## config.mk

```make
export PLATFORM = sky130hd
export DESIGN_NAME = uart_cmd_responder_flat
export DESIGN_NICKNAME = d
export VERILOG_FILES = /design/src/rtl/uart_cmd_pkg.sv /design/src/rtl/uart_cmd_responder_if.sv /design/src/rtl/uart_cmd_timeout.sv /design/src/rtl/uart_cmd_responder.sv /design/src/flat_wrapper.sv
export SDC_FILE = /design/constraint.sdc
export NUM_CORES = 1
export LEC_CHECK = 0
export BUFFER_PORTS_ARGS = -buffer_cell sky130_fd_sc_hd__buf_4
export CORE_MARGIN = 2
export CORE_UTILIZATION = 50
export CTS_BUF_LIST = sky130_fd_sc_hd__clkbuf_2
export DETAILED_ROUTE_END_ITERATION = 8
export PLACE_DENSITY = 0.77
export SKIP_CTS_REPAIR_TIMING = 1
export SYNTH_ARGS = -nofsm -noshare
export SYNTH_HDL_FRONTEND = slang
export SYNTH_HIERARCHICAL = 1
export SYNTH_SLANG_ARGS = --single-unit
```

## constraint.sdc

```tcl
create_clock -name clock -period 2 [get_ports clock]
set_input_delay 0.1 -clock clock [delete_from_list [all_inputs] [get_ports clock]]
set_output_delay 0.1 -clock clock [all_outputs]
set_load 0.02 [all_outputs]
```

## src/rtl/uart_cmd_pkg.sv

```systemverilog
// Shared opcodes, reply bytes, FSM states and helpers
// for the UART command responder.
package uart_cmd_pkg;

  localparam logic [7:0] OP_WR   = 8'h57;
  localparam logic [7:0] OP_RD   = 8'h52;
  localparam logic [7:0] OP_PING = 8'h50;

  localparam logic [7:0] RSP_OK  = 8'h4B;
  localparam logic [7:0] RSP_ERR = 8'h3F;

  typedef enum logic [2:0] {
    ST_IDLE,
    ST_GET_ADDR,
    ST_GET_DATA,
    ST_BUS_WR,
    ST_BUS_RD,
    ST_RD_WAIT,
    ST_SEND
  } state_t;

  function automatic logic [7:0] sat_inc8(
    input logic [7:0] v
  );
    return (v == 8'hFF) ? v : v + 8'd1;
  endfunction

endpackage

```

## src/rtl/uart_cmd_responder_if.sv

```systemverilog
// FIFO and register-bus signals of the command responder.
// master: responder side; slave: FIFO/bus environment side.
interface uart_cmd_responder_if;

  logic       rx_fifo_empty;
  logic [7:0] rx_fifo_data_out;
  logic       rx_fifo_read_en;
  logic       tx_fifo_full;
  logic [7:0] tx_fifo_data_in;
  logic       tx_fifo_write_en;
  logic [7:0] bus_addr;
  logic [7:0] bus_wdata;
  logic       bus_we;
  logic       bus_re;
  logic [7:0] bus_rdata;

  modport master (
    input  rx_fifo_empty, rx_fifo_data_out,
    input  tx_fifo_full, bus_rdata,
    output rx_fifo_read_en, tx_fifo_data_in,
    output tx_fifo_write_en, bus_addr,
    output bus_wdata, bus_we, bus_re
  );

  modport slave (
    output rx_fifo_empty, rx_fifo_data_out,
    output tx_fifo_full, bus_rdata,
    input  rx_fifo_read_en, tx_fifo_data_in,
    input  tx_fifo_write_en, bus_addr,
    input  bus_wdata, bus_we, bus_re
  );

endinterface

```

## src/rtl/uart_cmd_timeout.sv

```systemverilog
// Inter-byte timer: clears on i_clear, counts while i_run,
// o_expire holds once TIMEOUT_CYCLES is reached.
module uart_cmd_timeout #(
  parameter int TIMEOUT_CYCLES = 270000
) (
  input  logic i_clk,
  input  logic i_rst,
  input  logic i_clear,
  input  logic i_run,
  output logic o_expire
);

  localparam int W = $clog2(TIMEOUT_CYCLES + 1);
  localparam logic [W-1:0] LIMIT = W'(TIMEOUT_CYCLES);

  logic [W-1:0] r_cnt;

  always_ff @(posedge i_clk) begin
    if (i_rst || i_clear)
      r_cnt <= '0;
    else if (i_run && !o_expire)
      r_cnt <= r_cnt + W'(1);
  end

  assign o_expire = (r_cnt == LIMIT);

endmodule

```

## src/rtl/uart_cmd_responder.sv

```systemverilog
// Decodes W/R/P command frames from the UART RX FIFO into
// register-bus accesses and pushes a one-byte reply.
// Ports: clock, reset (sync, active-high), io (master
// modport: RX/TX FIFO + 8-bit register bus), busy,
// err_count (saturating count of '?' replies).
// Optional: UART_CMD_TIMEOUT_EN adds an inter-byte abort.
module uart_cmd_responder
  import uart_cmd_pkg::*;
#(
  parameter int         TIMEOUT_CYCLES = 270000,
  parameter logic [7:0] VERSION        = 8'h01
) (
  input  logic                        clock,
  input  logic                        reset,
  uart_cmd_responder_if.master        io,
  output logic                        busy,
  output logic [7:0]                  err_count
);

  state_t     r_state;
  logic       r_gap;
  logic       r_is_wr;
  logic [7:0] r_addr;
  logic [7:0] r_wdata;
  logic [7:0] r_reply;
  logic [7:0] r_err;
  logic       r_we;
  logic       r_re;

  logic w_in_get;
  logic w_accept;
  logic w_timeout;

  assign w_in_get = (r_state == ST_GET_ADDR) ||
                    (r_state == ST_GET_DATA);

  // Gated by reset so a pop can never be lost while the
  // FSM is being cleared; r_gap blocks back-to-back pops
  // against the registered empty flag.
  assign w_accept = !reset && !r_gap &&
                    !io.rx_fifo_empty &&
                    ((r_state == ST_IDLE) || w_in_get);

`ifdef UART_CMD_TIMEOUT_EN
  uart_cmd_timeout #(
    .TIMEOUT_CYCLES (TIMEOUT_CYCLES)
  ) u_timeout (
    .i_clk    (clock),
    .i_rst    (reset),
    .i_clear  (w_accept || !w_in_get),
    .i_run    (w_in_get),
    .o_expire (w_timeout)
  );
`else
  // Timer compiled out: frames wait forever.
  assign w_timeout = 1'b0 & (TIMEOUT_CYCLES == 0);
`endif

  always_ff @(posedge clock) begin
    if (reset) begin
      r_state <= ST_IDLE;
      r_gap   <= 1'b0;
      r_is_wr <= 1'b0;
      r_addr  <= 8'h00;
      r_wdata <= 8'h00;
      r_reply <= 8'h00;
      r_err   <= 8'h00;
      r_we    <= 1'b0;
      r_re    <= 1'b0;
    end else begin
      r_gap <= w_accept;
      r_we  <= 1'b0;
      r_re  <= 1'b0;
      unique case (r_state)
        ST_IDLE: begin
          if (w_accept) begin
            unique case (1'b1)
              (io.rx_fifo_data_out == OP_WR): begin
                r_is_wr <= 1'b1;
                r_state <= ST_GET_ADDR;
              end
              (io.rx_fifo_data_out == OP_RD): begin
                r_is_wr <= 1'b0;
                r_state <= ST_GET_ADDR;
              end
              (io.rx_fifo_data_out == OP_PING): begin
                r_reply <= VERSION;
                r_state <= ST_SEND;
              end
              default: begin
                r_reply <= RSP_ERR;
                r_err   <= sat_inc8(r_err);
                r_state <= ST_SEND;
              end
            endcase
          end
        end
        ST_GET_ADDR: begin
          if (w_accept) begin
            r_addr <= io.rx_fifo_data_out;
            if (r_is_wr) begin
              r_state <= ST_GET_DATA;
            end else begin
              r_re    <= 1'b1;
              r_state <= ST_BUS_RD;
            end
          end else if (w_timeout) begin
            r_reply <= RSP_ERR;
            r_err   <= sat_inc8(r_err);
            r_state <= ST_SEND;
          end
        end
        ST_GET_DATA: begin
          if (w_accept) begin
            r_wdata <= io.rx_fifo_data_out;
            r_we    <= 1'b1;
            r_state <= ST_BUS_WR;
          end else if (w_timeout) begin
            r_reply <= RSP_ERR;
            r_err   <= sat_inc8(r_err);
            r_state <= ST_SEND;
          end
        end
        ST_BUS_WR: begin
          r_reply <= RSP_OK;
          r_state <= ST_SEND;
        end
        ST_BUS_RD: begin
          r_state <= ST_RD_WAIT;
        end
        ST_RD_WAIT: begin
          r_reply <= io.bus_rdata;
          r_state <= ST_SEND;
        end
        ST_SEND: begin
          if (!io.tx_fifo_full)
            r_state <= ST_IDLE;
        end
        default: r_state <= ST_IDLE;
      endcase
    end
  end

  // Push is combinational on tx_fifo_full so it lands in
  // the first non-full cycle of SEND.
  assign io.rx_fifo_read_en  = w_accept;
  assign io.tx_fifo_write_en = (r_state == ST_SEND) &&
                               !io.tx_fifo_full;
  assign io.tx_fifo_data_in  = r_reply;
  assign io.bus_addr         = r_addr;
  assign io.bus_wdata        = r_wdata;
  assign io.bus_we           = r_we;
  assign io.bus_re           = r_re;
  assign busy                = (r_state != ST_IDLE);
  assign err_count           = r_err;

endmodule
```

## src/flat_wrapper.sv

```systemverilog
// flat-port wrapper written by rule: the top's interface ports become plain ports
module uart_cmd_responder_flat import uart_cmd_pkg::*;
#(
  parameter int         TIMEOUT_CYCLES = 270000,
  parameter logic [7:0] VERSION        = 8'h01
)
  (clock, reset, busy, err_count, io_rx_fifo_empty, io_rx_fifo_data_out, io_tx_fifo_full, io_bus_rdata, io_rx_fifo_read_en, io_tx_fifo_data_in, io_tx_fifo_write_en, io_bus_addr, io_bus_wdata, io_bus_we, io_bus_re);
  uart_cmd_responder_if io_i ();
  input  logic clock;
  input  logic reset;
  output logic busy;
  output logic [7:0] err_count;
  input wire logic [$bits(io_i.rx_fifo_empty)-1:0] io_rx_fifo_empty;
  input wire logic [$bits(io_i.rx_fifo_data_out)-1:0] io_rx_fifo_data_out;
  input wire logic [$bits(io_i.tx_fifo_full)-1:0] io_tx_fifo_full;
  input wire logic [$bits(io_i.bus_rdata)-1:0] io_bus_rdata;
  output wire logic [$bits(io_i.rx_fifo_read_en)-1:0] io_rx_fifo_read_en;
  output wire logic [$bits(io_i.tx_fifo_data_in)-1:0] io_tx_fifo_data_in;
  output wire logic [$bits(io_i.tx_fifo_write_en)-1:0] io_tx_fifo_write_en;
  output wire logic [$bits(io_i.bus_addr)-1:0] io_bus_addr;
  output wire logic [$bits(io_i.bus_wdata)-1:0] io_bus_wdata;
  output wire logic [$bits(io_i.bus_we)-1:0] io_bus_we;
  output wire logic [$bits(io_i.bus_re)-1:0] io_bus_re;
  assign io_i.rx_fifo_empty = io_rx_fifo_empty;
  assign io_i.rx_fifo_data_out = io_rx_fifo_data_out;
  assign io_i.tx_fifo_full = io_tx_fifo_full;
  assign io_i.bus_rdata = io_bus_rdata;
  assign io_rx_fifo_read_en = io_i.rx_fifo_read_en;
  assign io_tx_fifo_data_in = io_i.tx_fifo_data_in;
  assign io_tx_fifo_write_en = io_i.tx_fifo_write_en;
  assign io_bus_addr = io_i.bus_addr;
  assign io_bus_wdata = io_i.bus_wdata;
  assign io_bus_we = io_i.bus_we;
  assign io_bus_re = io_i.bus_re;
  uart_cmd_responder #(.TIMEOUT_CYCLES(TIMEOUT_CYCLES), .VERSION(VERSION)) u_core (.clock(clock), .reset(reset), .io(io_i), .busy(busy), .err_count(err_count));
endmodule
```

==> results of run 1 <==
[flip-flops by register name, summed over array words and instances, names as in the netlist]
signal                     count
u_core/r_is_wr                 1
u_core/io.tx_fifo_data_in      8
u_core/r_state                 3
u_core/io.bus_we               1
u_core/r_gap                   1
u_core/io.bus_addr             8
u_core/err_count               8
u_core/io.bus_wdata            8
u_core/io.bus_re               1
[logic make-up after synthesis]
group / Yosys count
simple gates: 83
compound gates: 46
flops: 39
buf+inv: 20
mux: 12
xor+xnor: 2
fa+ha+maj: 1
[worst min-delay path: cells and delay by family]
kind / cells / cell delay, ps
compound gates: 1 / 140
mux: 1 / 130
buf+inv: 1 / 80
[layout by cell type (no fill, tap or decap), types with 2 or more instances in the layout]
cell type and n:
sky130_fd_sc_hd__dfxtp_1 38, sky130_fd_sc_hd__inv_1 10, sky130_fd_sc_hd__or3_1 3, sky130_fd_sc_hd__o21ai_0 10
sky130_fd_sc_hd__o31ai_1 2, sky130_fd_sc_hd__nor2b_1 7, sky130_fd_sc_hd__a221oi_1 4, sky130_fd_sc_hd__dlygate4sd3_1 12
sky130_fd_sc_hd__nor3_1 6, sky130_fd_sc_hd__nor2_1 17, sky130_fd_sc_hd__a21oi_1 20, sky130_fd_sc_hd__clkbuf_2 5
sky130_fd_sc_hd__mux2i_1 10, sky130_fd_sc_hd__nand3_1 12, sky130_fd_sc_hd__o311a_1 2, sky130_fd_sc_hd__nand2_1 20
sky130_fd_sc_hd__mux2_2 2, sky130_fd_sc_hd__or4_1 4, sky130_fd_sc_hd__buf_4 66, sky130_fd_sc_hd__nor4_1 2
[layout make-up]
type / count / area, sq um
clock buffers: 5 / 25.02
clock inverters: 3 / 43.79
fillers: 285 / 897.1
inverters: 10 / 37.54
multi-input cells: 144 / 878.3
flip-flops and latches: 39 / 782.0
well taps: 46 / 57.56
repair buffers: 78 / 615.6
[layer usage]
| layer | GRT usage, % | wire (microns) | vias up |
|---|---|---|---|
| met2 | 37.77 | 2239 | 47 |
| met3 | 5.586 | 199 | 6 |
| met1 | 29.01 | 2044 | 820 |
| met5 | 0 | 0 | - |
| li1 | - | - | 873 |
| met4 | 8.056 | 57 | 0 |
[power by group through the flow]
| stage | clock network (mW) | registers, mW | logic, mW |
|---|---|---|---|
| floorplan | 0 | 0.907 | 0.206 |
| global placement | 0 | 0.862 | 0.412 |
| detailed placement | 0 | 0.865 | 0.416 |
| CTS | 0.487 | 0.849 | 0.418 |
| global route | 0.529 | 0.856 | 0.484 |
| finish | 0.479 | 0.851 | 0.445 |
[worst min path at each step]
stage | from | end | slack, ps | cells past startpoint
floorplan | io_rx_fifo_data_out[0] | u_core/io.bus_addr[0] | 240 | 2
global placement | io_rx_fifo_data_out[4] | u_core/io.bus_addr[4] | 350 | 3
detailed placement | io_rx_fifo_data_out[3] | u_core/io.bus_addr[3] | 360 | 3
CTS | io_rx_fifo_data_out[3] | u_core/io.bus_addr[3] | -80 | 3
global route | io_bus_rdata[7] | u_core/io.tx_fifo_data_in[7] | 70 | 3
finish | io_bus_rdata[7] | u_core/io.tx_fifo_data_in[7] | 70 | 3
==> report_table.html, run 1 <==
<table>
<tr><th>Metric</th><th>Value</th></tr>
<tr><th colspan="2">Status</th></tr>
<tr><td>Result of the run</td><td>finished clean</td></tr>
<tr><th colspan="2">Clocking</th></tr>
<tr><td>Clock slew seen by the registers of the worst setup and hold paths</td><td>about 200 ps</td></tr>
<tr><td>Number of H-tree levels</td><td>2</td></tr>
<tr><td>Clock network latency to the later pin of the worst-skew pair</td><td>400 ps</td></tr>
<tr><td>TritonCTS clock tree</td><td>built</td></tr>
<tr><td>Clock sink total</td><td>39</td></tr>
<tr><td>Number of buffers on the longest clock path</td><td>2</td></tr>
<tr><td>Cell chosen for the clock root</td><td>sky130_fd_sc_hd__clkbuf_2</td></tr>
<tr><td>Number of buffers created by CTS</td><td>5</td></tr>
<tr><th colspan="2">Finish</th></tr>
<tr><td>Area of all placed cells without fillers</td><td>between 2000 and 2500 sq um</td></tr>
<tr><td>Synth-to-layout area growth</td><td>39.99%</td></tr>
<tr><td>Fraction of layout cells with a size suffix above 1</td><td>roughly 30%</td></tr>
<tr><td>Total inserted antenna cells</td><td>0</td></tr>
<tr><td>Post-layout net count</td><td>299</td></tr>
<tr><td>Post-layout util</td><td>about three quarters</td></tr>
<tr><td>Cell Count, Final, Fillers Out</td><td>between 300 and 400</td></tr>
<tr><th colspan="2">Global route</th></tr>
<tr><td>Antenna violations before repair</td><td>0</td></tr>
<tr><td>Total global-route track usage</td><td>22.90%</td></tr>
<tr><td>Wire length of the first global-routing pass</td><td>about 7300 microns</td></tr>
<tr><td>Number of global-route vias before repair</td><td>1580</td></tr>
<tr><td>Total congestion overflow after global routing</td><td>0</td></tr>
<tr><td>Largest net degree at the start of global routing</td><td>33</td></tr>
<tr><th colspan="2">Yosys</th></tr>
<tr><td>Adder-cell area share of the yosys netlist</td><td>less than 1%</td></tr>
<tr><td>Top cell types by occurrence after synthesis</td><td>sky130_fd_sc_hd__dfxtp_1, sky130_fd_sc_hd__a21oi_1, sky130_fd_sc_hd__nand2_1</td></tr>
<tr><td>Unique cell type count in the Yosys netlist</td><td>43</td></tr>
<tr><td>Share of flip-flops with an asynchronous set or reset after synthesis</td><td>0%</td></tr>
<tr><td>Yosys Warn Count</td><td>6</td></tr>
<tr><td>Mux contribution to synthesized area</td><td>about 7.0%</td></tr>
<tr><td>Synth Area in XOR/XNOR</td><td>1.005%</td></tr>
<tr><td>Proportion of synthesized chip area in sequential cells</td><td>~45%</td></tr>
<tr><td>Netlist Area Pre-Place</td><td>roughly 1700 sq um</td></tr>
<tr><td>EDFF count, synth</td><td>0</td></tr>
<tr><td>Predominant post-synthesis flop cell</td><td>sky130_fd_sc_hd__dfxtp_1</td></tr>
<tr><td>Cells after synthesis</td><td>just over 200</td></tr>
<tr><td>Simple-gate area share of the yosys netlist</td><td>roughly a quarter</td></tr>
<tr><td>Nets in the synthesized netlist</td><td>roughly 220</td></tr>
<tr><td>Fraction of the mapped netlist area in compound gates</td><td>between 10% and 20%</td></tr>
<tr><td>Top cells by area in the synthesized netlist</td><td>sky130_fd_sc_hd__dfxtp_1, sky130_fd_sc_hd__a21oi_1, sky130_fd_sc_hd__mux2i_1, sky130_fd_sc_hd__nand2_1, sky130_fd_sc_hd__nor2_1</td></tr>
<tr><td>Synth area leader</td><td>sky130_fd_sc_hd__dfxtp_1</td></tr>
<tr><td>Most frequent cell after synthesis</td><td>sky130_fd_sc_hd__dfxtp_1</td></tr>
<tr><td>Post-Synthesis Mean Instance Area</td><td>between 8 and 9 sq um</td></tr>
<tr><td>Dominant combinational cell family by area after synthesis</td><td>simple AND/OR/NAND/NOR gates</td></tr>
<tr><td>Area share of the leading cell type in the synthesized netlist</td><td>about 45%</td></tr>
<tr><td>Synthesis-stage register bit count</td><td>39</td></tr>
<tr><th colspan="2">Place</th></tr>
<tr><td>Instance area after placement</td><td>between 2000 and 2500 sq um</td></tr>
<tr><td>Count of port buffers added during placement</td><td>56</td></tr>
<tr><td>DPL Wire Length</td><td>3040 microns</td></tr>
<tr><td>GPL Wtd Cong</td><td>between 0.7 and 0.8</td></tr>
<tr><td>Worst-case setup slack after placement</td><td>between 80 and 90 ps</td></tr>
<tr><td>Post-Place Cells</td><td>~300</td></tr>
<tr><th colspan="2">Critical path</th></tr>
<tr><td>Crit path required time</td><td>between 2000 and 2500 ps</td></tr>
<tr><td>Crit path buffers/inverters</td><td>1</td></tr>
<tr><td>Crit path from</td><td>u_core/r_gap</td></tr>
<tr><td>CP startpoint kind</td><td>flop</td></tr>
<tr><td>R2R Path Start</td><td>u_core/r_gap</td></tr>
<tr><td>Largest stage delay on the critical path</td><td>470 ps</td></tr>
<tr><td>Register-to-register path setup slack</td><td>approximately 110 ps</td></tr>
<tr><td>Arrival time worst endpoint</td><td>approximately 2200 ps</td></tr>
<tr><td>Worst setup endpoint</td><td>u_core/err_count[5]</td></tr>
<tr><td>Path type of the worst setup path</td><td>reg2reg</td></tr>
<tr><td>Cell chain of the critical path</td><td>or3_1, nor2_1, nand3b_1, buf_4, or4_1, a21oi_1</td></tr>
<tr><td>CP max stage cell</td><td>sky130_fd_sc_hd__or4_1</td></tr>
<tr><td>Largest fanout on the critical path</td><td>10</td></tr>
<tr><td>CP top delay family</td><td>simple AND/OR/NAND/NOR gates</td></tr>
<tr><td>Capture instance of the worst register-to-register path</td><td>u_core/err_count[5]</td></tr>
<tr><td>Critical Path Sink Type</td><td>flop</td></tr>
<tr><td>R2r worst-path depth</td><td>6</td></tr>
<tr><td>Cell count along the critical path</td><td>6</td></tr>
<tr><th colspan="2">Die</th></tr>
<tr><td>Die Y-Extent</td><td>approximately 63 microns</td></tr>
<tr><td>Chip Width</td><td>about 63 microns</td></tr>
<tr><td>Core Area</td><td>roughly 3300 sq um</td></tr>
<tr><td>Initial Utilization</td><td>between 50% and 60%</td></tr>
<tr><td>Cell Rows</td><td>21</td></tr>
<tr><td>Die area</td><td>around 4000 sq um</td></tr>
<tr><td>Number of top-level design ports</td><td>57</td></tr>
<tr><th colspan="2">Job</th></tr>
<tr><td>Max-cap check violation count</td><td>0</td></tr>
<tr><th colspan="2">Drt</th></tr>
<tr><td>Count of nets left with antenna violations after detail routing</td><td>0</td></tr>
<tr><td>Routed length per instance</td><td>~14 microns</td></tr>
<tr><td>Number of DRC markers after the initial detailed-route iteration</td><td>86</td></tr>
<tr><td>Residual DRC count</td><td>0</td></tr>
<tr><td>Final WL</td><td>4539 microns</td></tr>
<tr><td>Total via count after detailed routing</td><td>between 1.5k and 2k</td></tr>
<tr><td>Via-to-Cell Ratio</td><td>5.372</td></tr>
<tr><td>Drt first pass iters</td><td>4</td></tr>
<tr><th colspan="2">Power and ir drop</th></tr>
<tr><td>Pwr/cell area</td><td>727.6 nW/um^2</td></tr>
<tr><td>Combinational Power Share</td><td>between 20% and 30%</td></tr>
<tr><td>Peak ir drop on the vdd network</td><td>about 0.44 mV</td></tr>
<tr><td>Fraction of power spent switching nets</td><td>a little under a third</td></tr>
<tr><td>Static Leakage</td><td>approximately 1.1 nW</td></tr>
<tr><td>Post-route total power</td><td>1.775 mW</td></tr>
<tr><td>Portion of total power attributed to sequential cells</td><td>47.9%</td></tr>
<tr><td>Cell-internal power</td><td>~1.2 mW</td></tr>
<tr><td>Clock share of power</td><td>between 20% and 30%</td></tr>
<tr><td>Switching pwr</td><td>537.8 uW</td></tr>
<tr><th colspan="2">STA</th></tr>
<tr><td>Highest attainable clock frequency</td><td>approximately 530 MHz</td></tr>
<tr><td>Layout Skew</td><td>21.29 ps</td></tr>
<tr><td>Crit share post-route</td><td>about 95%</td></tr>
<tr><td>Smallest hold slack</td><td>about 70 ps</td></tr>
<tr><td>Max-slew headroom</td><td>around three quarters</td></tr>
<tr><td>Total Neg Setup Slack</td><td>0 ps</td></tr>
<tr><td>Actual slew at the worst max-slew pin</td><td>between 300 and 400 ps</td></tr>
<tr><td>Shortest period the worst path allows</td><td>~1900 ps</td></tr>
<tr><td>Count of final max-slew check failures</td><td>0</td></tr>
<tr><td>Final worst-path setup slack</td><td>109.2 ps</td></tr>
<tr><td>Final hold violations</td><td>0</td></tr>
<tr><td>Setup violations, final</td><td>0</td></tr>
<tr><th colspan="2">Min path</th></tr>
<tr><td>Tightest Hold Check Type</td><td>in2reg</td></tr>
</table>
Note: power is estimated with default switching activity, not from simulation.
==> run 2: changes to the inputs <==
Settings changed: RECOVER_POWER set to 100, SYNTH_HIERARCHICAL 1 to not set.
==> run 2 against run 1 <==
  * Flip-flop and latch count unchanged
  * Combinational power decreased by 7.4%
  * Critical endpoint is now u_core.io.tx_fifo_data_in[3]
  * Setup slack improved by 68 ps
  * Sequential share of layout area increased by 2.7 points
  * Largest cell class unchanged
  * Synthesized area unchanged
  * First-iteration DRC count decreased by 2.3%
  * Die area unchanged
==> report_table.html, run 2 <==
<table>
<tr><th>Metric</th><th>Value</th></tr>
<tr><th colspan="2">Yosys</th></tr>
<tr><td>Synthesis-stage register bit count</td><td>39 (unchanged)</td></tr>
<tr><td>Most frequent cell after synthesis</td><td>sky130_fd_sc_hd__dfxtp_1</td></tr>
<tr><td>Proportion of synthesized chip area in sequential cells</td><td>44.80% (unchanged)</td></tr>
<tr><td>Post-Synthesis Mean Instance Area</td><td>9.031 sq um (+5.2%)</td></tr>
<tr><td>Netlist Area Pre-Place</td><td>1743 sq um (unchanged)</td></tr>
<tr><td>Nets in the synthesized netlist</td><td>214 (-4.5%)</td></tr>
<tr><td>Share of flip-flops with an asynchronous set or reset after synthesis</td><td>0% (unchanged)</td></tr>
<tr><td>Top cell types by occurrence after synthesis</td><td>sky130_fd_sc_hd__dfxtp_1, sky130_fd_sc_hd__nor2_1, sky130_fd_sc_hd__mux2i_1</td></tr>
<tr><td>Top cells by area in the synthesized netlist</td><td>sky130_fd_sc_hd__dfxtp_1, sky130_fd_sc_hd__mux2i_1, sky130_fd_sc_hd__nor2_1, sky130_fd_sc_hd__a221oi_1, sky130_fd_sc_hd__nand2_1</td></tr>
<tr><td>Yosys Warn Count</td><td>0 (-6)</td></tr>
<tr><td>Cells after synthesis</td><td>193 (-4.9%)</td></tr>
<tr><td>Synth area leader</td><td>sky130_fd_sc_hd__dfxtp_1</td></tr>
<tr><td>Unique cell type count in the Yosys netlist</td><td>36 (-16%)</td></tr>
<tr><td>EDFF count, synth</td><td>0 (unchanged)</td></tr>
<tr><td>Predominant post-synthesis flop cell</td><td>sky130_fd_sc_hd__dfxtp_1</td></tr>
<tr><td>Area share of the leading cell type in the synthesized netlist</td><td>44.80% (unchanged)</td></tr>
<tr><th colspan="2">Critical path</th></tr>
<tr><td>Largest fanout on the critical path</td><td>5 (-5)</td></tr>
<tr><td>Path type of the worst setup path</td><td>reg2reg</td></tr>
<tr><td>Crit path required time</td><td>2270 ps (-80 ps)</td></tr>
<tr><td>Cell chain of the critical path</td><td>or3_1, buf_4, o31ai_1, a221oi_1</td></tr>
<tr><td>R2r worst-path depth</td><td>4 (-2)</td></tr>
<tr><td>Capture instance of the worst register-to-register path</td><td>u_core.io.tx_fifo_data_in[3]</td></tr>
<tr><td>Register-to-register path setup slack</td><td>180 ps (+70 ps)</td></tr>
<tr><td>Crit path from</td><td>u_core.r_gap</td></tr>
<tr><td>CP top delay family</td><td>compound AO/OA/AOI/OAI gates</td></tr>
<tr><td>CP max stage cell</td><td>sky130_fd_sc_hd__o31ai_1</td></tr>
<tr><td>R2R Path Start</td><td>u_core.r_gap</td></tr>
<tr><td>Cell count along the critical path</td><td>4 (-2)</td></tr>
<tr><td>Largest stage delay on the critical path</td><td>570 ps (+100 ps)</td></tr>
<tr><td>Crit path buffers/inverters</td><td>1 (unchanged)</td></tr>
<tr><td>Worst setup endpoint</td><td>u_core.io.tx_fifo_data_in[3]</td></tr>
<tr><td>Arrival time worst endpoint</td><td>2090 ps (-150 ps)</td></tr>
<tr><td>CP startpoint kind</td><td>flop</td></tr>
<tr><td>Critical Path Sink Type</td><td>flop</td></tr>
<tr><th colspan="2">Clocking</th></tr>
<tr><td>Number of H-tree levels</td><td>2 (unchanged)</td></tr>
<tr><td>TritonCTS clock tree</td><td>built</td></tr>
<tr><td>Number of buffers on the longest clock path</td><td>2 (unchanged)</td></tr>
<tr><td>Clock network latency to the later pin of the worst-skew pair</td><td>390 ps (about the same)</td></tr>
<tr><td>Clock slew seen by the registers of the worst setup and hold paths</td><td>200 ps (about the same)</td></tr>
<tr><td>Clock sink total</td><td>39 (unchanged)</td></tr>
<tr><td>Cell chosen for the clock root</td><td>sky130_fd_sc_hd__clkbuf_2</td></tr>
<tr><td>Number of buffers created by CTS</td><td>5 (unchanged)</td></tr>
<tr><th colspan="2">Global route</th></tr>
<tr><td>Wire length of the first global-routing pass</td><td>6147 microns (-16%)</td></tr>
<tr><td>Total congestion overflow after global routing</td><td>0 (unchanged)</td></tr>
<tr><td>Number of global-route vias before repair</td><td>1325 (-16%)</td></tr>
<tr><td>Total global-route track usage</td><td>19.13% (-3.8 points)</td></tr>
<tr><td>Antenna violations before repair</td><td>0 (unchanged)</td></tr>
<tr><td>Largest net degree at the start of global routing</td><td>38 (+15%)</td></tr>
<tr><th colspan="2">STA</th></tr>
<tr><td>Final hold violations</td><td>0 (unchanged)</td></tr>
<tr><td>Count of final max-slew check failures</td><td>0 (unchanged)</td></tr>
<tr><td>Highest attainable clock frequency</td><td>548.7 MHz (+3.8%)</td></tr>
<tr><td>Unrepaired setup endpoints after global routing</td><td>false</td></tr>
<tr><td>Layout Skew</td><td>16.41 ps (-4.872 ps)</td></tr>
<tr><td>Total Neg Setup Slack</td><td>0 ps (unchanged)</td></tr>
<tr><td>Setup violations, final</td><td>0 (unchanged)</td></tr>
<tr><td>Crit share post-route</td><td>91.12% (-3.4 points)</td></tr>
<tr><td>Max-slew headroom</td><td>56.54% (-19 points)</td></tr>
<tr><td>Actual slew at the worst max-slew pin</td><td>646.3 ps (+288.0 ps)</td></tr>
<tr><td>Smallest hold slack</td><td>23.24 ps (-46.45 ps)</td></tr>
<tr><td>Shortest period the worst path allows</td><td>1822 ps (-68.49 ps)</td></tr>
<tr><th colspan="2">Drt</th></tr>
<tr><td>Total via count after detailed routing</td><td>1586 (-9.2%)</td></tr>
<tr><td>Number of DRC markers after the initial detailed-route iteration</td><td>84 (-2.3%)</td></tr>
<tr><td>Routed length on met3</td><td>197 microns (-1.0%)</td></tr>
<tr><td>Residual DRC count</td><td>0 (unchanged)</td></tr>
<tr><td>Via-to-Cell Ratio</td><td>5.100 (-5.1%)</td></tr>
<tr><td>Highest routing layer actually used</td><td>met4</td></tr>
<tr><td>Routed length on met1</td><td>1912 microns (-6.5%)</td></tr>
<tr><td>Routed met2 length</td><td>1794 microns (-20%)</td></tr>
<tr><td>Count of nets left with antenna violations after detail routing</td><td>0 (unchanged)</td></tr>
<tr><td>Drt first pass iters</td><td>6 (+2)</td></tr>
<tr><td>Routed length per instance</td><td>12.64 microns (-9.5%)</td></tr>
<tr><td>Final WL</td><td>3932 microns (-13%)</td></tr>
<tr><th colspan="2">Place</th></tr>
<tr><td>DPL Wire Length</td><td>2610 microns (-14%)</td></tr>
<tr><td>Instance area after placement</td><td>2212 sq um (-1.3%)</td></tr>
<tr><td>Post-Place Cells</td><td>290 (-4.6%)</td></tr>
<tr><td>Count of port buffers added during placement</td><td>56 (unchanged)</td></tr>
<tr><td>GPL Wtd Cong</td><td>0.7839 (-1.2%)</td></tr>
<tr><th colspan="2">Job</th></tr>
<tr><td>Max-cap check violation count</td><td>0 (unchanged)</td></tr>
<tr><th colspan="2">Finish</th></tr>
<tr><td>Area of all placed cells without fillers</td><td>2247 sq um (-7.9%)</td></tr>
<tr><td>Cell Count, Final, Fillers Out</td><td>311 (-4.3%)</td></tr>
<tr><td>Filler Cells Inserted</td><td>306 (+7.4%)</td></tr>
<tr><td>Commonest non-fill, non-tap cells in the layout</td><td>sky130_fd_sc_hd__dfxtp_1, sky130_fd_sc_hd__clkbuf_1, sky130_fd_sc_hd__nor2_1, sky130_fd_sc_hd__buf_4, sky130_fd_sc_hd__mux2i_1</td></tr>
<tr><td>Synth-to-layout area growth</td><td>28.93%</td></tr>
<tr><td>Leading cell type in the layout, fill and taps excluded</td><td>sky130_fd_sc_hd__dfxtp_1</td></tr>
<tr><td>Post-layout net count</td><td>285 (-4.7%)</td></tr>
<tr><td>Total inserted antenna cells</td><td>0 (unchanged)</td></tr>
<tr><td>Fraction of layout cells with a size suffix above 1</td><td>13.96% (-17 points)</td></tr>
<tr><th colspan="2">Status</th></tr>
<tr><td>Result of the run</td><td>finished clean</td></tr>
<tr><th colspan="2">Die</th></tr>
<tr><td>Chip Width</td><td>63.04 microns (unchanged)</td></tr>
<tr><td>Initial Utilization</td><td>52.23% (unchanged)</td></tr>
<tr><td>Number of top-level design ports</td><td>57 (unchanged)</td></tr>
<tr><td>Core Area</td><td>3337 sq um (unchanged)</td></tr>
<tr><td>Die Y-Extent</td><td>63.04 microns (unchanged)</td></tr>
<tr><td>Die area</td><td>3974 sq um (unchanged)</td></tr>
<tr><td>Cell Rows</td><td>21 (unchanged)</td></tr>
<tr><th colspan="2">Power and ir drop</th></tr>
<tr><td>Peak ir drop on the vdd network</td><td>0.5549 mV (+27%)</td></tr>
<tr><td>Static Leakage</td><td>0.9656 nW (-11%)</td></tr>
<tr><td>Pwr/cell area</td><td>717.4 nW/um^2 (-1.4%)</td></tr>
<tr><th colspan="2">Min path</th></tr>
<tr><td>Tightest Hold Check Type</td><td>in2reg</td></tr>
<tr><td>Worst Hold Path Cells</td><td>5 (+2)</td></tr>
</table>
run 2: changes by cell type after synthesis, sizes merged, moves of 5 or more:
| cell | previous run | this run |
|---|---|---|
| nand3 | 12 | 3 |
| nand2 | 20 | 15 |
| nor2 | 19 | 27 |
| a21oi | 20 | 10 |
| mux2i | 10 | 18 |
| or3 | 4 | 9 |
run 2: through the flow:
stage	setup slack [ps]	utilization (%)	power [mW]
detailed placement	139.8	66.29	1.305
global placement	251.7	66.29	1.300
CTS	122.9	67.49	1.633
global route	21.28	67.34	1.706
floorplan	338.3	-	1.153
finish	177.7	67.34	1.612
run 2: final cells by class:
class	instances	area [sq um]	area share, %
Clock buffer	5	25.02	1.114
Timing Repair Buffer	75	460.4	20.49
Sequential cell	39	780.7	34.74
Inverter	9	33.78	1.503
Multi-Input combinational cell	134	874.6	38.92
Tap cell	46	57.56	2.561
Clock inverter	3	15.01	0.6682
run 2: tightest hold or removal path, cell delays in order:
cell,delay [ps]
sky130_fd_sc_hd__buf_4,70
sky130_fd_sc_hd__nand2_1,40
sky130_fd_sc_hd__nand2_1,50
sky130_fd_sc_hd__a22oi_1,50
sky130_fd_sc_hd__nor2_1,70
run 2: cell families after synthesis:
kind of cell	share of synthesized area (%)
flops	44.80
xor+xnor	1.005
mux	10.34
fa+ha+maj	0.7178
compound gates	12.92
simple gates	25.20
buf+inv	5.025
run 2: power breakdown:
part	internal [mW]	switching, mW	leakage [nW]	total, mW
combinational	0.175	0.237	0.625	0.412
clock	0.0779	0.258	0.0241	0.336
sequential	0.825	0.0390	0.316	0.864
total	1.08	0.534	0.966	1.61
run 2: routing by layer:
layer,track usage (%),up-vias
met5,0,-
met4,5.833,0
met3,5.225,3
met2,29.52,41
met1,25.99,713
li1,-,829
run 2: how the worst min path moves through the flow:
stage	start	end	slack, ps
final	io_bus_rdata[6]	u_core.io.tx_fifo_data_in[6]	20
after global routing	io_bus_rdata[6]	u_core.io.tx_fifo_data_in[6]	40
after CTS	io_bus_rdata[7]	u_core.io.tx_fifo_data_in[7]	-80
after detailed placement	io_bus_rdata[7]	u_core.io.tx_fifo_data_in[7]	350
after global placement	io_bus_rdata[7]	u_core.io.tx_fifo_data_in[7]	340
after floorplan	io_rx_fifo_data_out[0]	u_core.io.bus_addr[0]	240
==> run 3: changes to the inputs <==
Settings changed: SYNTH_HIERARCHICAL set to 1.
==> run 3 against run 2 <==
  * Sequential power decreased by 2%
  * Highest routed layer unchanged
  * First-iteration DRC count up 17%
  * Clock power increased by 42%
  * Wire length grew 17%
  * Core utilization rose by 1.4 points
  * Sequential share of layout area down 0.65 points
==> report_table.html, run 3 (synthesis gave the netlist of run 1 again) <==
<table>
<tr><th>Metric</th><th>Value</th></tr>
<tr><th colspan="2">Drt</th></tr>
<tr><td>Via-to-Cell Ratio</td><td>5.289 (+3.7%)</td></tr>
<tr><td>Residual DRC count</td><td>0 (unchanged)</td></tr>
<tr><td>Drt first pass iters</td><td>4 (-2)</td></tr>
<tr><td>Final WL</td><td>4588 microns (+17%)</td></tr>
<tr><td>Number of DRC markers after the initial detailed-route iteration</td><td>98 (+17%)</td></tr>
<tr><td>Count of nets left with antenna violations after detail routing</td><td>0 (unchanged)</td></tr>
<tr><td>Routed length per instance</td><td>14.12 microns (+12%)</td></tr>
<tr><td>Total via count after detailed routing</td><td>1719 (+8.4%)</td></tr>
<tr><th colspan="2">Min path</th></tr>
<tr><td>Tightest Hold Check Type</td><td>in2reg</td></tr>
<tr><th colspan="2">Clocking</th></tr>
<tr><td>Clock slew seen by the registers of the worst setup and hold paths</td><td>200 ps (about the same)</td></tr>
<tr><td>Clock network latency to the later pin of the worst-skew pair</td><td>400 ps (about the same)</td></tr>
<tr><td>TritonCTS clock tree</td><td>built</td></tr>
<tr><td>Cell chosen for the clock root</td><td>sky130_fd_sc_hd__clkbuf_2</td></tr>
<tr><td>Number of H-tree levels</td><td>2 (unchanged)</td></tr>
<tr><td>Clock sink total</td><td>39 (unchanged)</td></tr>
<tr><td>Number of buffers created by CTS</td><td>5 (unchanged)</td></tr>
<tr><td>Number of buffers on the longest clock path</td><td>2 (unchanged)</td></tr>
<tr><th colspan="2">Critical path</th></tr>
<tr><td>Critical Path Sink Type</td><td>flop</td></tr>
<tr><td>CP max stage cell</td><td>sky130_fd_sc_hd__dlygate4sd3_1</td></tr>
<tr><td>Path type of the worst setup path</td><td>in2reg</td></tr>
<tr><td>Largest stage delay on the critical path</td><td>540 ps (-30 ps)</td></tr>
<tr><td>Arrival time worst endpoint</td><td>2320 ps (+230 ps)</td></tr>
<tr><td>Largest fanout on the critical path</td><td>10 (+5)</td></tr>
<tr><td>CP startpoint kind</td><td>input port</td></tr>
<tr><td>Cell chain of the critical path</td><td>dlygate4sd3_1, buf_4, and4bb_2, and4b_1, nand3b_1, buf_4, or4_1, a21oi_1</td></tr>
<tr><td>Register-to-register path setup slack</td><td>110 ps (-70 ps)</td></tr>
<tr><td>Cell type with the highest occurrence count on the critical path</td><td>sky130_fd_sc_hd__buf_4</td></tr>
<tr><td>Crit path required time</td><td>2350 ps (+80 ps)</td></tr>
<tr><th colspan="2">STA</th></tr>
<tr><td>Final hold violations</td><td>0 (unchanged)</td></tr>
<tr><td>Highest attainable clock frequency</td><td>507.8 MHz (-7.5%)</td></tr>
<tr><td>Setup violations, final</td><td>0 (unchanged)</td></tr>
<tr><td>Count of final max-slew check failures</td><td>0 (unchanged)</td></tr>
<tr><td>Smallest hold slack</td><td>73.07 ps (+49.83 ps)</td></tr>
<tr><td>Max-slew headroom</td><td>68.78% (+12 points)</td></tr>
<tr><td>Actual slew at the worst max-slew pin</td><td>468.3 ps (-178.0 ps)</td></tr>
<tr><td>Shortest period the worst path allows</td><td>1969 ps (+146.8 ps)</td></tr>
<tr><td>Layout Skew</td><td>19.23 ps (+2.815 ps)</td></tr>
<tr><td>Crit share post-route</td><td>98.46% (+7.3 points)</td></tr>
<tr><th colspan="2">Global route</th></tr>
<tr><td>Largest net degree at the start of global routing</td><td>33 (-13%)</td></tr>
<tr><td>Antenna violations before repair</td><td>0 (unchanged)</td></tr>
<tr><td>Total global-route track usage</td><td>22.90% (+3.8 points)</td></tr>
<tr><td>Wire length of the first global-routing pass</td><td>7286 microns (+19%)</td></tr>
<tr><td>Number of global-route vias before repair</td><td>1580 (+19%)</td></tr>
<tr><td>Total congestion overflow after global routing</td><td>0 (unchanged)</td></tr>
<tr><th colspan="2">Place</th></tr>
<tr><td>GPL Wtd Cong</td><td>0.7936 (+1.2%)</td></tr>
<tr><td>Instance area after placement</td><td>2242 sq um (+1.4%)</td></tr>
<tr><td>Count of port buffers added during placement</td><td>56 (unchanged)</td></tr>
<tr><td>DPL Wire Length</td><td>3040 microns (+16%)</td></tr>
<tr><th colspan="2">Job</th></tr>
<tr><td>Max-cap check violation count</td><td>0 (unchanged)</td></tr>
<tr><th colspan="2">Die</th></tr>
<tr><td>Die area</td><td>3974 sq um (unchanged)</td></tr>
<tr><td>Die Y-Extent</td><td>63.04 microns (unchanged)</td></tr>
<tr><td>Core Area</td><td>3337 sq um (unchanged)</td></tr>
<tr><td>Cell Rows</td><td>21 (unchanged)</td></tr>
<tr><td>Initial Utilization</td><td>52.23% (unchanged)</td></tr>
<tr><td>Number of top-level design ports</td><td>57 (unchanged)</td></tr>
<tr><td>Chip Width</td><td>63.04 microns (unchanged)</td></tr>
<tr><th colspan="2">Power and ir drop</th></tr>
<tr><td>Static Leakage</td><td>0.9399 nW (-2.7%)</td></tr>
<tr><td>Pwr/cell area</td><td>756.1 nW/um^2 (+5.4%)</td></tr>
<tr><td>Peak ir drop on the vdd network</td><td>0.4328 mV (-22%)</td></tr>
<tr><th colspan="2">Finish</th></tr>
<tr><td>Synth-to-layout area growth</td><td>31.59%</td></tr>
<tr><td>Commonest non-fill, non-tap cells in the layout</td><td>sky130_fd_sc_hd__dfxtp_1, sky130_fd_sc_hd__clkbuf_1, sky130_fd_sc_hd__buf_4, sky130_fd_sc_hd__a21oi_1, sky130_fd_sc_hd__nand2_1</td></tr>
<tr><td>Leading cell type in the layout, fill and taps excluded</td><td>sky130_fd_sc_hd__dfxtp_1</td></tr>
<tr><td>Post-layout net count</td><td>299 (+4.9%)</td></tr>
<tr><td>Area of all placed cells without fillers</td><td>2293 sq um (+2.1%)</td></tr>
<tr><td>Total inserted antenna cells</td><td>0 (unchanged)</td></tr>
<tr><td>Fraction of layout cells with a size suffix above 1</td><td>17.20% (+3.2 points)</td></tr>
<tr><th colspan="2">Status</th></tr>
<tr><td>Result of the run</td><td>finished clean</td></tr>
</table>
==> run 3: area by class of cell <==
| type | count | area (sq um) |
|---|---|---|
| clock buffer | 5 | 25.02 |
| timing repair buffer | 78 | 473.0 |
| tap | 46 | 57.56 |
| clock inverter | 3 | 43.79 |
| inverter | 10 | 37.54 |
| sequential | 39 | 782.0 |
| multi-input combinational | 144 | 874.6 |
| fill | 323 | 1044 |
==> run 3: per-layer routing <==
layer	global-route usage, %	part of all wire (%)
met5	0	0
met4	8.056	0.78
met3	5.586	5.3
met2	37.77	50
met1	29.01	44
==> run 3: path summary, 6_finish.rpt <==
path                                  end              startpoint  depth (start not counted)
min          u_core/io.tx_fifo_data_in[7]         io_bus_rdata[7]                          3
min reg2reg        u_core/io.bus_wdata[7]  u_core/io.bus_wdata[7]                          2
max reg2reg           u_core/err_count[5]            u_core/r_gap                          6
max                   u_core/err_count[5]  io_rx_fifo_data_out[4]                          8
==> run 3: worst max-delay path, delay by kind of cell <==
| kind | cells | cell delay (ps) |
|---|---|---|
| buffers and inverters | 3 | 860 |
| AOI/OAI and AO/OA | 1 | 140 |
| and+or+nand+nor | 4 | 1230 |
==> run 3: where the power goes <==
group,switching [mW],internal (mW)
clock,0.266,0.212
combinational,0.243,0.163
sequential,0.0259,0.824
==> run 3: per-stage QoR <==
stage	instances	setup TNS [ps]	total power, mW	utilization [%]	setup WS (ps)
2_1_floorplan	203	0	1.114	-	287.1
3_3_place_gp	304	0	1.274	67.19	156.7
3_5_place_dp	304	0	1.281	67.19	88.57
4_1_cts	312	0	1.754	69.25	43.61
5_1_grt	325	-5.742	1.830	68.73	-5.742
6_report	325	0	1.734	68.73	30.83
